==> src/rtl/cache_pkg.sv <==
// rtl/cache_pkg.sv - shared types, geometry and address helpers for the direct-mapped cache
package cache_pkg;

    localparam int DATA_W  = 32;
    localparam int INDEX_W = 4;
    localparam int OFFS_W  = 2;
    localparam int TAG_W   = DATA_W - INDEX_W - OFFS_W;
    localparam int LINES   = 2 ** INDEX_W;

    typedef enum logic [1:0] {
        IDLE,
        WBACK,
        REFILL,
        RESPOND
    } state_e;

    function automatic logic [TAG_W-1:0] get_tag(input logic [DATA_W-1:0] addr);
        return addr[DATA_W-1:OFFS_W+INDEX_W];
    endfunction

    function automatic logic [INDEX_W-1:0] get_idx(input logic [DATA_W-1:0] addr);
        return addr[OFFS_W+INDEX_W-1:OFFS_W];
    endfunction

    function automatic logic [OFFS_W-1:0] get_off(input logic [DATA_W-1:0] addr);
        return addr[OFFS_W-1:0];
    endfunction

    function automatic logic [DATA_W-1:0] line_addr(input logic [TAG_W-1:0] tag,
                                                    input logic [INDEX_W-1:0] idx,
                                                    input logic [OFFS_W-1:0] off);
        return {tag, idx, off};
    endfunction

endpackage

==> src/rtl/cache_tag_store.sv <==
// rtl/cache_tag_store.sv - tag/valid/dirty arrays with combinational hit and victim lookup
module cache_tag_store
    import cache_pkg::*;
(
    input  logic               clk,
    input  logic               rst_n,
    input  logic [INDEX_W-1:0] lookup_idx,
    input  logic [TAG_W-1:0]   lookup_tag,
    output logic               hit,
    output logic               victim_valid,
    output logic               victim_dirty,
    output logic [TAG_W-1:0]   victim_tag,
    input  logic [INDEX_W-1:0] wr_idx,
    input  logic               fill,
    input  logic [TAG_W-1:0]   fill_tag,
    input  logic               set_dirty,
    input  logic               clr_dirty
);

    logic [TAG_W-1:0] tags [LINES];
    logic [LINES-1:0] valid;
    logic [LINES-1:0] dirty;

    // Tags carry no reset; a line is only trusted once its valid bit is set.
    always_ff @(posedge clk) begin
        if (fill) tags[wr_idx] <= fill_tag;
    end

    always_ff @(posedge clk or negedge rst_n) begin
        if (!rst_n) begin
            valid <= '0;
            dirty <= '0;
        end else begin
            if (fill) begin
                valid[wr_idx] <= 1'b1;
                dirty[wr_idx] <= 1'b0;
            end
            if (set_dirty) dirty[wr_idx] <= 1'b1;
            if (clr_dirty) dirty[wr_idx] <= 1'b0;
        end
    end

    assign victim_tag   = tags[lookup_idx];
    assign victim_valid = valid[lookup_idx];
    assign victim_dirty = dirty[lookup_idx];
    assign hit          = valid[lookup_idx] && (tags[lookup_idx] == lookup_tag);

endmodule

==> src/rtl/dm_cache_ctrl.sv <==
// rtl/dm_cache_ctrl.sv - direct-mapped write-back write-allocate cache controller
module dm_cache_ctrl #(
    parameter int INDEX_W = cache_pkg::INDEX_W,
    parameter int OFFS_W  = cache_pkg::OFFS_W,
    parameter int DATA_W  = cache_pkg::DATA_W
) (
    input  logic              clk,
    input  logic              rst_n,
    input  logic              cpu_req,
    input  logic              cpu_we,
    input  logic [DATA_W-1:0] cpu_addr,
    input  logic [DATA_W-1:0] cpu_wdata,
    output logic [DATA_W-1:0] cpu_rdata,
    output logic              cpu_ready,
    output logic              mem_ren,
    output logic              mem_wen,
    output logic [DATA_W-1:0] mem_addr,
    output logic [DATA_W-1:0] mem_din,
    input  logic [DATA_W-1:0] mem_dout
);
    import cache_pkg::*;

    localparam int DEPTH = 2 ** (INDEX_W + OFFS_W);

    state_e             state;
    logic [OFFS_W-1:0]  cnt;
    logic [OFFS_W-1:0]  nxt;
    logic [OFFS_W-1:0]  pend_off;
    logic               pend;
    logic [DATA_W-1:0]  req_addr;
    logic [DATA_W-1:0]  req_wdata;
    logic               req_we;
    logic [TAG_W-1:0]   wb_tag;
    logic [DATA_W-1:0]  data_q [DEPTH];

    logic [INDEX_W-1:0] cidx, ridx, wr_idx;
    logic [TAG_W-1:0]   ctag, rtag, vtag;
    logic [OFFS_W-1:0]  coff, roff;
    logic               hit, vvalid, vdirty, accept, last, fill_done, set_dirty, clr_dirty;
    logic               dw_en;
    logic [INDEX_W+OFFS_W-1:0] dw_addr;
    logic [DATA_W-1:0]  dw_data;

    assign cidx      = get_idx(cpu_addr);
    assign ctag      = get_tag(cpu_addr);
    assign coff      = get_off(cpu_addr);
    assign ridx      = get_idx(req_addr);
    assign rtag      = get_tag(req_addr);
    assign roff      = get_off(req_addr);
    assign nxt       = cnt + 1'b1;
    assign last      = (cnt == '1);
    // The ready cycle still sees cpu_req held high; ignoring it keeps one request in flight.
    assign accept    = (state == IDLE) && cpu_req && !cpu_ready;
    assign fill_done = (state == REFILL) && pend && (pend_off == '1);
    assign wr_idx    = (state == IDLE) ? cidx : ridx;
    assign set_dirty = (accept && hit && cpu_we) || (state == RESPOND && req_we);
    assign clr_dirty = (state == WBACK) && last;

    cache_tag_store u_tags (
        .clk          (clk),
        .rst_n        (rst_n),
        .lookup_idx   (cidx),
        .lookup_tag   (ctag),
        .hit          (hit),
        .victim_valid (vvalid),
        .victim_dirty (vdirty),
        .victim_tag   (vtag),
        .wr_idx       (wr_idx),
        .fill         (fill_done),
        .fill_tag     (rtag),
        .set_dirty    (set_dirty),
        .clr_dirty    (clr_dirty)
    );

    always_comb begin
        dw_en   = 1'b0;
        dw_addr = {ridx, pend_off};
        dw_data = mem_dout;
        if (accept && hit && cpu_we) begin
            dw_en   = 1'b1;
            dw_addr = {cidx, coff};
            dw_data = cpu_wdata;
        end else if (state == REFILL && pend) begin
            dw_en   = 1'b1;
        end else if (state == RESPOND && req_we) begin
            dw_en   = 1'b1;
            dw_addr = {ridx, roff};
            dw_data = req_wdata;
        end
    end

    always_ff @(posedge clk) begin
        if (dw_en) data_q[dw_addr] <= dw_data;
    end

    always_ff @(posedge clk or negedge rst_n) begin
        if (!rst_n) begin
            state     <= IDLE;
            cnt       <= '0;
            pend      <= 1'b0;
            pend_off  <= '0;
            cpu_ready <= 1'b0;
            cpu_rdata <= '0;
            mem_ren   <= 1'b0;
            mem_wen   <= 1'b0;
            mem_addr  <= '0;
            mem_din   <= '0;
            req_addr  <= '0;
            req_we    <= 1'b0;
            req_wdata <= '0;
            wb_tag    <= '0;
        end else begin
            case (state)
                IDLE: begin
                    cpu_ready <= 1'b0;
                    if (accept) begin
                        req_addr  <= cpu_addr;
                        req_we    <= cpu_we;
                        req_wdata <= cpu_wdata;
                        cnt       <= '0;
                        pend      <= 1'b0;
                        if (hit) begin
                            cpu_ready <= 1'b1;
                            if (!cpu_we) cpu_rdata <= data_q[{cidx, coff}];
                        end else if (vvalid && vdirty) begin
                            state    <= WBACK;
                            wb_tag   <= vtag;
                            mem_wen  <= 1'b1;
                            mem_addr <= line_addr(vtag, cidx, '0);
                            mem_din  <= data_q[{cidx, {OFFS_W{1'b0}}}];
                        end else begin
                            state    <= REFILL;
                            mem_ren  <= 1'b1;
                            mem_addr <= line_addr(ctag, cidx, '0);
                        end
                    end
                end
                WBACK: begin
                    if (last) begin
                        state    <= REFILL;
                        cnt      <= '0;
                        pend     <= 1'b0;
                        mem_wen  <= 1'b0;
                        mem_ren  <= 1'b1;
                        mem_addr <= line_addr(rtag, ridx, '0);
                    end else begin
                        cnt      <= nxt;
                        mem_addr <= line_addr(wb_tag, ridx, nxt);
                        mem_din  <= data_q[{ridx, nxt}];
                    end
                end
                REFILL: begin
                    // Read data returns one cycle after the strobe, so captures trail issues by one.
                    pend     <= mem_ren;
                    pend_off <= cnt;
                    if (mem_ren) begin
                        cnt <= nxt;
                        if (last) mem_ren <= 1'b0;
                        else      mem_addr <= line_addr(rtag, ridx, nxt);
                    end
                    if (fill_done) begin
                        state     <= RESPOND;
                        cpu_ready <= 1'b1;
                        if (!req_we)
                            cpu_rdata <= (roff == pend_off) ? mem_dout : data_q[{ridx, roff}];
                    end
                end
                RESPOND: begin
                    cpu_ready <= 1'b0;
                    state     <= IDLE;
                end
                default: state <= IDLE;
            endcase
        end
    end

endmodule

==> config.mk <==
export PLATFORM = sky130hd
export DESIGN_NAME = dm_cache_ctrl
export DESIGN_NICKNAME = d
export VERILOG_FILES = /design/src/rtl/cache_pkg.sv /design/src/rtl/cache_tag_store.sv /design/src/rtl/dm_cache_ctrl.sv
export SDC_FILE = /design/constraint.sdc
export NUM_CORES = 2
export LEC_CHECK = 0
export ABC_AREA = 0
export BUFFER_PORTS_ARGS = -buffer_cell sky130_fd_sc_hd__buf_2
export CAP_MARGIN = 20
export CELL_PAD_IN_SITES_DETAIL_PLACEMENT = 1
export CELL_PAD_IN_SITES_GLOBAL_PLACEMENT = 2
export CORE_ASPECT_RATIO = 0.8
export CORE_MARGIN = 1.5
export CORE_UTILIZATION = 51
export DETAILED_ROUTE_END_ITERATION = 10
export HOLD_SLACK_MARGIN = 0.12
export PLACE_DENSITY_LB_ADDON = 0.1
export SLEW_MARGIN = 10
export SYNTH_ARGS = -nofsm -noshare
export SYNTH_HDL_FRONTEND = slang
export SYNTH_SLANG_ARGS = --single-unit
==> constraint.sdc <==
create_clock -name clk -period 5.9 [get_ports clk]
set_input_delay 1.475 -clock clk [delete_from_list [all_inputs] [get_ports clk]]
set_output_delay 1.475 -clock clk [all_outputs]
set_load 0.05 [all_outputs]
Word level (Yosys, flattened, before mapping)
Memory sizes are Yosys's and may differ from the RTL's. Index checks and enable logic that the tools add are counted.

Flip-flop bits (word level): 229. RAM bits: 2464. Input port bits: 100. Output and inout port bits: 99. Word-level logic and storage cells: 146. Memories kept: 2.

Memories: data_q (words 64, width 32, rd ports 4, clocked after memory_dff 0, wr ports 1, RTL line dm_cache_ctrl.sv:34) `logic [DATA_W-1:0] data_q [DEPTH];`; u_tags.tags (words 16, width 26, rd ports 1, clocked after memory_dff 0, wr ports 1, RTL line cache_tag_store.sv:20) `logic [TAG_W-1:0] tags [LINES];`.

Add/subtract/negate cells: 1. $lt $le $gt $ge: 3. Equality and inequality tests: 19. Multiplexer cells: 70. Bitwise operators: 6. Reductions and logical operators: 29.

Operators by type and width (number): 32-bit two-way mux (19); 32-bit one-hot mux with 2 select lines (2); 32-bit one-hot mux with 3 select lines (1); 16-bit two-way mux (3); 16-bit AND (2); 16-bit bitwise OR (2); 26-bit == test (1); 1-bit two-way mux (24); 2-bit inequality test, second input constant (11); 2-bit two-way mux (10); 5-bit AND reduction (4); 16-bit NOT (1); 1-bit logical AND (11); 4-bit by 5-bit < comparator with 1-bit output, second input constant (2); 1-bit one-hot mux with 3 select lines (3); 1-bit binary-select mux with 4-bit select (2); 2-bit == test, second input constant (4); 2-bit one-hot mux with 4 select lines (1); 4-bit AND reduction (2); 6-bit two-way mux (1); 2-bit one-hot mux with 3 select lines (1); 3-bit AND reduction (2); 6-bit AND reduction (1); 3-bit nonzero test (2); other kinds (14) (16).

Logic depth before layout (Yosys ltp)
Word-level depth: 13. Gate-level depth with buffers: 18. Mapped depth without buffers: 10.

Modules after synthesis
Synthesis repeated with hierarchy kept, for this count alone.

Cells, all modules: 8115. Area, all modules: 141674.6 µm².

Modules (own cells, without submodules): dm_cache_ctrl (times used 1, cells each 7158, area an instance 123238.2 µm², seq. area each 66428.7 µm²); cache_tag_store (times used 1, cells each 957, area an instance 18436.4 µm², seq. area each 13292.7 µm²).

Least setup slack after synthesis
OpenSTA, ideal clock, no wires.

Path kind: input -> register. Start: input port cpu_addr[2]. End: memory data_q[14][0], enable pin. Library setup time: 0.466 ns. Data arrival time: 6.170 ns. Data required time: 5.434 ns. Slack: -0.736 ns. Cell stages on the path: 12. Path buffers: 4. Cell sequence: buf_6 -> buf_6 -> buf_4 -> mux4_2 -> a22oi_1 -> nand2_1 -> xor2_1 -> or4_1 -> nor3_1 -> nand4_1 -> clkbuf_1 -> o21ai_0.

Longest elaborated chain between the ends: 8. Elaborated cells between the ends (all ways): 11. Those cells by class: 1 x eq/ne; 6 x mux; 3 x reduce/logical; 1 x memory.

Ends and longest elaborated chain: start, declared (RTL line dm_cache_ctrl.sv:11) `input logic [DATA_W-1:0] cpu_addr,`; memory 16 x 26 bit or 1-bit binary-select mux with 4-bit select (tied branches); 26-bit == test or 1-bit two-way mux (tied branches) (RTL line cache_tag_store.sv:46) `assign hit = valid[lookup_idx] && (tags[lookup_idx] == lookup_tag);`; 1-bit logical AND (RTL line cache_tag_store.sv:46); 1-bit logical AND (2 in a row) (RTL line dm_cache_ctrl.sv:79) `if (accept && hit && cpu_we) begin`; 1-bit two-way mux (RTL line dm_cache_ctrl.sv:79); 1-bit two-way mux (RTL line dm_cache_ctrl.sv:93) `if (dw_en) data_q[dw_addr] <= dw_data;`; 1-bit two-way mux (implied by the code) (RTL line dm_cache_ctrl.sv:93); end, declared (RTL line dm_cache_ctrl.sv:34).

Several ways; a longest one is shown, not always the timed one. The select of a mux whose other input is x is not followed.

Final worst setup path
Start: input port cpu_addr[2]. End: memory data_q[23][4], enable pin.

Same word-level chain as after synthesis.

==> impl.org <==
** Min path
- Type of the worst min-delay path :: reg2reg

** Detailed routing
- WL final :: 541 mm
- The first detailed-routing pass took 5 iterations.
- Initial drt markers :: roughly 14000
- Once detail routing completed, the nets flagged for antenna violations numbered 0.
- Via Count :: roughly 90000
- After detailed routing, the number of remaining DRC violations is 0.
- Wire length per cell :: roughly 47 um
- Via/cell ratio :: 7.78

** Cells and area
- Layout cell share with drive strength beyond 1 :: 0.462
- Area added between synthesis and finish :: 15.1%
- The net count of the finished layout is 7816.
- Once layout is complete, the cells apart from fillers number roughly 12000.

** Die
- Initial Util :: 0.514
- Pin placement for this block handled around 200 I/O pins.
- After floorplanning, the core was divided into around 170 placement rows.
- Die span in y :: 477 um
- Die outline width :: between 500 and 600 um
- The die covers around 280000 um^2.
- The total area inside the core boundary comes to approximately 280000 um^2.

** Synth
- The number of nets handed over by synthesis was approximately 7400.
- In the synthesized netlist the dominant register cell turns out to be sky130_fd_sc_hd__edfxtp_1.
- For this run, asynchronously set or reset flops after synthesis account for 0.0850.
- Synthesis-stage register bit count :: 2693
- Among all cell types in the netlist, the one instantiated most often is sky130_fd_sc_hd__edfxtp_1.
- Number of cells produced by synthesis :: roughly 7300
- Summing every instance area after synthesis gives 143000 um^2.
- Sequential area share after synthesis :: 0.557
- Count of distinct cell types in the synthesized netlist :: 66
- By area the synthesized netlist is led by sky130_fd_sc_hd__edfxtp_1, sky130_fd_sc_hd__mux4_2, sky130_fd_sc_hd__dfrtp_1.
- The share of synthesized area in the top cell type comes to 0.517.
- The average instance in the mapped netlist occupies roughly 20 um^2.
- In this run, synthesis inferred 2464 flip-flops with an integrated enable.
- Synth warnings :: 0
- Ranked by instance count, the synthesized netlist is headed by sky130_fd_sc_hd__edfxtp_1, sky130_fd_sc_hd__mux4_2, sky130_fd_sc_hd__clkbuf_1, sky130_fd_sc_hd__nand2_1, sky130_fd_sc_hd__mux2i_1.
- Cell accounting for the most synthesized area :: sky130_fd_sc_hd__edfxtp_1

** Pwr
- Leakage :: roughly 0.053 uW
- The share of total power dissipated in the clock network is 0.263.
- Worst IR drop on VDD :: about 0.00050 V
- Share of total power in combinational logic :: 0.394
- Reg power frac :: 0.343
- Summed over all nets, the switching power comes to 24900 uW.
- The internal power of the cells totals 45800 uW.
- Switching fraction of total power :: 0.352
- Power spread over the standard cell area amounts to between 400 and 500 nW/um^2.

** Clocking
- Total clock buffers created by CTS :: slightly below 300
- Counting every sink on the clock net gives around 2700.
- CTS H-tree depth :: 5
- The clock passes through at most 4 buffers.
- In this run, post-CTS hold repair placed 0 buffers.
- Clock-pin slew was measured on the worst setup and hold paths at about 0.06 ns.
- Once the clock tree was built, the setup fixing pass inserted 0 buffers.
- The number of gates resized after CTS was 0.
- Clock insertion delay at the later pin of the skew report :: 0.89 ns
- Clk root buf :: sky130_fd_sc_hd__clkbuf_16
- TritonCTS clock tree :: built

** Worst setup path
- In this run the critical register-to-register path is captured at mem_din[21].
- Register-to-register setup slack :: ~1.5 ns
- Startpoint types :: input port
- Crit Path Class :: in2reg
- Data on the critical path arrives at its endpoint at approximately 5.8 ns.
- Worst setup startpoint :: cpu_addr[2]
- For the worst setup path, the data required time is between 6 and 7 ns.
- For the worst flop-to-flop path, the logic depth is 8.
- Critical Path Sink Type :: register
- Critical path endpoint :: data_q[23][4]
- Of all nets on the critical path, the largest fanout is 36.
- Startpoint of the worst register-to-register path :: cnt[1]

** STA
- The number of max-slew violations in the final report came to 0.
- The final hold violation count was 0.
- In the finished design, the share of the clock period the worst path needs comes to 0.886.
- On the final layout, the worst clock skew is ~0.049 ns.
- Actual transition at the worst max-transition pin :: about 1.2 ns
- Setup repair after global routing left no endpoint under its margin.
- Setup violations remaining at the end of the flow were counted as 0.
- Achievable Freq :: 191 MHz
- Fin crit period :: roughly 5.2 ns
- The worst path meets setup with 0.672 ns of slack.
- Headroom to the max-slew limit :: 0.216

** Flow run
- Across the run, the number of max-cap violations was 0.

** GRT
- The first global-routing pass estimated 752 mm of wire.
- Number of antenna violations at the first check in global routing :: 19
- The total overflow left after global routing is 0.
- Vias in the first global route :: 90500
- Gr usage total :: 0.383
- Pin count of the biggest net entering global routing :: around 140

** Placement
- Worst Setup Slack post-DPL :: -0.125 ns
- Dpl hpwl :: 342 mm
- During placement, the flow inserted port buffers numbering roughly 200.
- Once placement completed, the tool counted placed cells totaling 11100.
- Routability-driven placement finished with a final weighted congestion of 0.894.

** Run status
- The run finished with clean final reports.
cells in the final DEF (no fill, tap or decap), types with 66 or more instances in the layout:
cell                        Yosys  routed
sky130_fd_sc_hd__a21oi_1      148     116
sky130_fd_sc_hd__buf_12         0     301
sky130_fd_sc_hd__buf_2         51     192
sky130_fd_sc_hd__buf_4         16     243
sky130_fd_sc_hd__clkbuf_16      0     303
sky130_fd_sc_hd__dfrtp_1      229     223
sky130_fd_sc_hd__edfxtp_1    2464    2464
sky130_fd_sc_hd__mux2_2       106     106
sky130_fd_sc_hd__mux2i_1      279     279
sky130_fd_sc_hd__mux4_2      2197    2197
sky130_fd_sc_hd__nand2_1      355     355
sky130_fd_sc_hd__nand3_1       67      66
sky130_fd_sc_hd__nor2_1       228     214
sky130_fd_sc_hd__o21ai_0      158      98
sky130_fd_sc_hd__o21ai_4        0      66
registers in the layout (all words and copies together) (netlist names), 16 cells and up, named ones only:
name	count
u_tags.tags	416
mem_addr	32
mem_din	32
req_wdata	32
data_q	2048
req_addr	32
u_tags.valid	16
wb_tag	26
cpu_rdata	32
layout make-up:
class | count | area (um^2)
well taps | 3675 | 4600
clock inverters | 146 | 1390
inverters | 48 | 203
clock buffers | 378 | 8030
multi-input cells | 3928 | 61900
diodes | 7 | 17.5
repair buffers | 745 | 8940
fillers | 23200 | 114000
flip-flops and latches | 2693 | 79700
per-layer routing:
layer	vias up	routed length (um)	global-route usage
met5	-	63	0
met4	10	30300	0.172
met3	1165	70600	0.105
met2	7377	239000	0.555
met1	49100	201000	0.548
li1	32800	-	-
worst min path at each step:
stage                     start               end  cells after the start
3_3_place_gp    u_tags.valid[6]   u_tags.valid[6]                      1
3_5_place_dp    u_tags.valid[6]   u_tags.valid[6]                      1
5_1_grt         u_tags.valid[4]   u_tags.valid[4]                      1
2_1_floorplan  u_tags.valid[12]  u_tags.valid[12]                      1
4_1_cts         u_tags.valid[6]   u_tags.valid[6]                      1
6_report        u_tags.valid[6]   u_tags.valid[6]                      1
metrics by stage:
| stage | cell area, um^2 | hold slack (ns) | power (uW) | util | setup TNS (ns) |
|---|---|---|---|---|---|
| after floorplan | 143000 | 0.434 | 42100 | - | -1945.97 |
| after global placement | 155000 | 0.446 | 51700 | 0.558 | -2.37 |
| after detailed placement | 155000 | 0.450 | 52100 | 0.558 | -5.67 |
| after CTS | 165000 | 0.465 | 70600 | 0.591 | 0 |
| after global routing | 165000 | 0.484 | 72500 | 0.592 | 0 |
| final | 165000 | 0.465 | 70700 | 0.592 | 0 |
power by group through the flow:
| stage | clock, uW | combinational, uW | sequential [uW] |
|---|---|---|---|
| floorplan | 0 | 17100 | 25000 |
| global route | 19300 | 28800 | 24300 |
| detailed placement | 0 | 27500 | 24600 |
| CTS | 18700 | 27700 | 24200 |
| finish | 18600 | 27900 | 24200 |
| global placement | 0 | 27200 | 24500 |
cell families (layout without fill, tap and decap cells):
group / after synthesis / in the layout / synth area share
flip-flops: 2693 / 2693 / 0.557
AND/OR/NAND/NOR: 852 / 852 / 0.0265
XOR/XNOR: 15 / 15 / 0.000970
AO/OA/AOI/OAI: 471 / 471 / 0.0212
adder cells (fa/ha/maj): 8 / 8 / 0.000699
multiplexers: 2582 / 2582 / 0.373
other: 0 / 7 / 0
buffers and inverters: 707 / 1317 / 0.0205
worst max-delay path: stages:
cell and delay, ns:
sky130_fd_sc_hd__buf_8 0.34, sky130_fd_sc_hd__buf_4 0.31, sky130_fd_sc_hd__mux4_2 0.53, sky130_fd_sc_hd__a22oi_1 0.24, sky130_fd_sc_hd__nand2_1 0.18, sky130_fd_sc_hd__xor2_1 0.25, sky130_fd_sc_hd__or4_1 0.51, sky130_fd_sc_hd__nor3_1 0.26
sky130_fd_sc_hd__nand4_1 0.40, sky130_fd_sc_hd__buf_12 0.34, sky130_fd_sc_hd__o21ai_4 0.52, sky130_fd_sc_hd__buf_12 0.26
(Power assumes the default switching activity.)
